==> src/rtl/cache_flush_ctrl.sv <==
// Flush/invalidate sequencer: walks every set and way of a set-associative cache,
// requests writeback of valid+dirty lines and/or invalidates each line.
module cache_flush_ctrl #(
  parameter int unsigned NUMWAYS  = 4,
  parameter int unsigned NUMLINES = 128,
  parameter int unsigned SETLEN   = $clog2(NUMLINES)
) (
  input  logic               clk,
  input  logic               reset_n,
  input  logic               FlushReq,
  input  logic               InvalReq,
  input  logic [NUMWAYS-1:0] ValidWay,
  input  logic [NUMWAYS-1:0] DirtyWay,
  input  logic               WBAck,
  output logic [SETLEN-1:0]  FlushAdr,
  output logic [NUMWAYS-1:0] FlushWay,
  output logic               SelFlush,
  output logic               WBReq,
  output logic               ClearDirty,
  output logic               ClearValid,
  output logic               Busy,
  output logic               FlushDone
);

  localparam int unsigned WAYLEN = $clog2(NUMWAYS);
  localparam logic [WAYLEN-1:0] LAST_WAY = WAYLEN'(NUMWAYS - 1);
  localparam logic [SETLEN-1:0] LAST_SET = SETLEN'(NUMLINES - 1);

  typedef enum logic [2:0] {
    IDLE      = 3'd0,
    READ      = 3'd1,
    CHECK     = 3'd2,
    WRITEBACK = 3'd3,
    ADVANCE   = 3'd4,
    DONE      = 3'd5
  } state_t;

  state_t             state, state_nxt;
  logic [SETLEN-1:0]  set_cnt, set_nxt;
  logic [WAYLEN-1:0]  way_cnt, way_nxt;
  logic               do_wb, do_wb_nxt;
  logic               do_inv, do_inv_nxt;
  logic               hit;

  assign hit = ValidWay[way_cnt] & DirtyWay[way_cnt];

  // State, walk counters and mode bits
  always_ff @(posedge clk or negedge reset_n) begin
    if (!reset_n) begin
      state   <= IDLE;
      set_cnt <= '0;
      way_cnt <= '0;
      do_wb   <= 1'b0;
      do_inv  <= 1'b0;
    end else begin
      state   <= state_nxt;
      set_cnt <= set_nxt;
      way_cnt <= way_nxt;
      do_wb   <= do_wb_nxt;
      do_inv  <= do_inv_nxt;
    end
  end

  // Next state; terminal test is by equality so counters never wrap mid-walk
  always_comb begin
    state_nxt  = state;
    set_nxt    = set_cnt;
    way_nxt    = way_cnt;
    do_wb_nxt  = do_wb;
    do_inv_nxt = do_inv;
    case (state)
      IDLE: begin
        if (FlushReq | InvalReq) begin
          do_wb_nxt  = FlushReq;
          do_inv_nxt = InvalReq;
          set_nxt    = '0;
          way_nxt    = '0;
          state_nxt  = READ;
        end
      end
      READ:      state_nxt = CHECK;
      CHECK:     state_nxt = (do_wb & hit) ? WRITEBACK : ADVANCE;
      WRITEBACK: begin
        if (WBAck) begin
          state_nxt = ADVANCE;
        end
      end
      ADVANCE: begin
        if (way_cnt == LAST_WAY) begin
          if (set_cnt == LAST_SET) begin
            state_nxt = DONE;
          end else begin
            way_nxt   = '0;
            set_nxt   = set_cnt + SETLEN'(1);
            state_nxt = READ;
          end
        end else begin
          way_nxt   = way_cnt + WAYLEN'(1);
          state_nxt = READ;
        end
      end
      DONE: begin
        do_wb_nxt  = 1'b0;
        do_inv_nxt = 1'b0;
        state_nxt  = IDLE;
      end
      default: state_nxt = IDLE;
    endcase
  end

  // Outputs decode registered state; ClearDirty additionally qualifies on WBAck
  always_comb begin
    FlushAdr   = set_cnt;
    FlushWay   = '0;
    FlushWay[way_cnt] = 1'b1;
    Busy       = (state != IDLE);
    SelFlush   = (state != IDLE);
    WBReq      = 1'b0;
    ClearDirty = 1'b0;
    ClearValid = 1'b0;
    FlushDone  = 1'b0;
    case (state)
      WRITEBACK: begin
        WBReq      = 1'b1;
        ClearDirty = WBAck;
      end
      ADVANCE: ClearValid = do_inv;
      DONE:    FlushDone  = 1'b1;
      default: ;
    endcase
  end

endmodule
==> config.mk <==
export PLATFORM = sky130hd
export DESIGN_NAME = cache_flush_ctrl
export DESIGN_NICKNAME = d
export VERILOG_FILES = /design/src/rtl/cache_flush_ctrl.sv
export SDC_FILE = /design/constraint.sdc
export NUM_CORES = 1
export LEC_CHECK = 0
export ABC_CLOCK_PERIOD_IN_PS = 3300
export BUFFER_PORTS_ARGS = -buffer_cell sky130_fd_sc_hd__clkbuf_2
export CAP_MARGIN = 20
export CORE_MARGIN = 10
export CORE_UTILIZATION = 53
export CTS_BUF_LIST = sky130_fd_sc_hd__clkbuf_16
export CTS_CLUSTER_DIAMETER = 60
export CTS_CLUSTER_SIZE = 30
export DETAILED_ROUTE_END_ITERATION = 7
export HOLD_SLACK_MARGIN = 0.15
export PLACE_DENSITY_LB_ADDON = 0.3
export SYNTH_ARGS = -nofsm -noshare
export SYNTH_HDL_FRONTEND = slang
export SYNTH_SLANG_ARGS = --single-unit
==> constraint.sdc <==
create_clock -name clk -period 3.3 [get_ports clk]
set_input_delay 0 -clock clk [delete_from_list [all_inputs] [get_ports clk]]
set_output_delay 0 -clock clk [all_outputs]
set_load 0.02 [all_outputs]
==> results.md <==
- Yosys warning total: 0
- R2R setup slack: ~1.4 ns
- Vias per Instance: 5.99
- Clock root cell: clkbuf_16
- Worst-path clk slew: 0.05 ns
- Sink Count: 14
- Slowest CP cell: or4_1
- ANT cells: 0
- Min Tclk post-route: 1.91 ns
- Adder and majority cell fraction of the synthesized area: under 10%
- Mux contribution to synthesized area: 2.18%
- Relative slew slack: around 66%
- Slowest stage delay, CP: around 0.53 ns
- Critical path class: reg2reg
- Global-route wire length before repair: 3730 um
- Input/output buffers: 29
- Mapped Area: between 900 and 1000 um^2
- Tcrit/Tclk final: 57.9%
- Origin of the critical flop-to-flop path: way_cnt[0]$_DFFE_PN0P_
- Residual DRC: 0
- Drt wl/cell: 16.8 um
- Max Freq: 0.523 GHz
- Reg area: 350 um^2
- Worst-path fanout max: 9
- Crit-path cells: ha_1 -> nand2b_2 -> o2111ai_4 -> or4_1 -> a21oi_1
- Required time of the critical path: approximately 3.5 ns
- Grt ovf: 0
- Hold Path Class: in2async
- Number of slew-limit violations in the final report: 0
- Multi-input logic area: ~530 um^2
- CP bufs+invs: 0
- FILL cells: between 100 and 150
- Syn Area/Cell: 9.38 um^2
- Synth Area in XOR/XNOR: 0%
- Met2 Wirelength: 1260 um
- Outcome: finished, final reports clean
- Worst Max-Slew Pin Slew: 0.510 ns
- Syn Nets: 116
- Clk buf depth: 2
- Synth cell types: 37
- Die Ht: 61.7 um
- Largest net degree at the start of global routing: 15
- Top Metal Used: met4
- Max VDD drop: 0.301 mV
- Synth cell count leaders: 14 x dfrtp_1, 14 x nand2_1, 7 x o21ai_0, 5 x ha_1, 5 x nor2_1
- # Max-Cap Violations: 0
- Arrival time worst endpoint: 2.09 ns
- Min Hold Slack: 0.198 ns
- RSZ-0062 raised after global routing: no
- Gate Count Post-Synth: 98
- Startpoint types: flip-flop
- Crit-path leading delay family: simple AND/OR/NAND/NOR gates
- 1st-iter DRT viols: 24
- I/O pin total: 30
- Detail Route Antenna Nets: 0
- Clk_skew: 0.00339 ns
- Register-to-Register Path Depth: 5
- Post-DP HPWL: between 1500 and 2000 um
- Gpl congestion: 0.813
- Sequential-to-total area share from yosys stat: a little under two fifths
- CTS H-Tree Depth: 1
- Die X: 61.7 um
- Die area: around 3800 um^2
- Skew-Pair Late Insertion Delay: 0.25 ns
- M1 wire length: 987 um
- Fin. Hold Viols: 0
- CTS tree: built
- Synth Area in Simple Gates: 26.5%
- Number of global-route vias before repair: 824
- LEAKAGE: between 0.5 and 0.6 nW
- Area Growth Syn to Fin: 28.3%
- Post-synth ARST share: 100%
- Routed wl met3: about 180 um
- Initial antenna violation count: 0
- Post-synth top area cell: dfrtp_1
- Setup violations, final: 0
- Drt first pass iters: 4
- Ranking of synthesized cells by area: dfrtp_1 38%, ha_1 6.8%, nand2_1 5.7%
- Number of enable flip-flop cells after synthesis: 0
- Cell row count: 14
- Wirelength, routed: 2470 um
- Critical path endpoint category: flip-flop
- Yosys reg bits: 14
- Crit Reg-Reg Endpoint: FlushAdr[5]$_DFFE_PN0P_
- Via Count: 881
- TritonCTS buffer count: 3
- Share of layout cells above drive strength 1: 29.8%
- Total Routing Usage GR: 13.0%
- Core outline area: ~1600 um^2
- Initial Util: 58.3%
- Synth top area share: 38.1%
- Power per Cell Area: 366 nW/um^2
- Largest family of logic cells by synthesized area: simple AND/OR/NAND/NOR gates
- Layout Nets: 150
- Top_reg_cell synth: dfrtp_1
- TNS Setup: 0 ns
- Compound-Gate Fraction of Synth Area: between 20% and 30%
[power by group]
part	internal [mW]	switching (mW)
clock	0.161	0.0764
combinational	0.0101	0.0106
sequential	0.173	0.000949
[cells by family (layout without fill, tap and decap cells)]
| kind of cell | count (synthesis) | count (layout) |
|---|---|---|
| buffers and inverters | 8 | 41 |
| AND/OR/NAND/NOR | 41 | 41 |
| flip-flops | 14 | 14 |
| adder cells (fa/ha/maj) | 5 | 5 |
| multiplexers | 2 | 2 |
| AO/OA/AOI/OAI | 28 | 28 |
[how the worst max path moves through the flow]
stage / start / endpoint / cells after the start
final: way_cnt[0]$_DFFE_PN0P_ / FlushAdr[5]$_DFFE_PN0P_ / 5
after global routing: way_cnt[0]$_DFFE_PN0P_ / FlushAdr[5]$_DFFE_PN0P_ / 5
after CTS: way_cnt[0]$_DFFE_PN0P_ / FlushAdr[5]$_DFFE_PN0P_ / 5
after detailed placement: way_cnt[0]$_DFFE_PN0P_ / FlushAdr[5]$_DFFE_PN0P_ / 5
after global placement: way_cnt[0]$_DFFE_PN0P_ / FlushAdr[5]$_DFFE_PN0P_ / 5
after floorplan: way_cnt[0]$_DFFE_PN0P_ / FlushAdr[5]$_DFFE_PN0P_ / 5
[area by class of cell]
type | instances | area share [%]
Inverter | 4 | 1.27
Clock inverter | 1 | 0.318
Multi-Input combinational cell | 76 | 45.0
Clock buffer | 3 | 6.36
Tap cell | 16 | 1.70
Sequential cell | 14 | 29.7
Timing Repair Buffer | 33 | 15.7
[sequential cells by signal, indices dropped and copies added (netlist names)]
register / count
state: 3
do_inv: 1
do_wb: 1
FlushAdr: 7
way_cnt: 2
[per-layer routing]
metal	vias up	global-route usage, %
met1	424	14.9
met4	0	6.37
met5	-	0
met2	29	21.7
li1	423	-
met3	5	3.70
[per-stage QoR]
step	cell area [um^2]	power (mW)	instances	util, %	setup WS, ns
2_1_floorplan	920	0.180	98	-	1.41
3_3_place_gp	1060	0.193	139	67.3	1.45
3_5_place_dp	1060	0.193	139	67.3	1.43
4_1_cts	1180	0.433	147	74.8	1.41
5_1_grt	1180	0.445	147	74.8	1.30
6_report	1180	0.431	147	74.8	1.39
[cells in the final DEF (no fill, tap or decap), types with 2 or more instances in the layout]
master	n
nor2_1	5
dfrtp_1	14
a21oi_1	4
nor2b_1	2
o31ai_1	2
clkbuf_2	29
and2_1	2
o211ai_1	4
mux2i_1	2
ha_1	5
or3_2	2
o21ai_0	7
nand2_1	14
inv_1	4
a22oi_1	3
dlygate4sd3_1	4
nand3_1	4
a31oi_1	2
clkbuf_16	3
[repair_timing]
action | in CTS | in global routing
endpoints found under the hold margin | 18 | 0
hold buffers | 4 | 0
resized for setup | 0 | 0
buffers inserted | 0 | 0
Note: power is estimated with default switching activity, not from simulation.
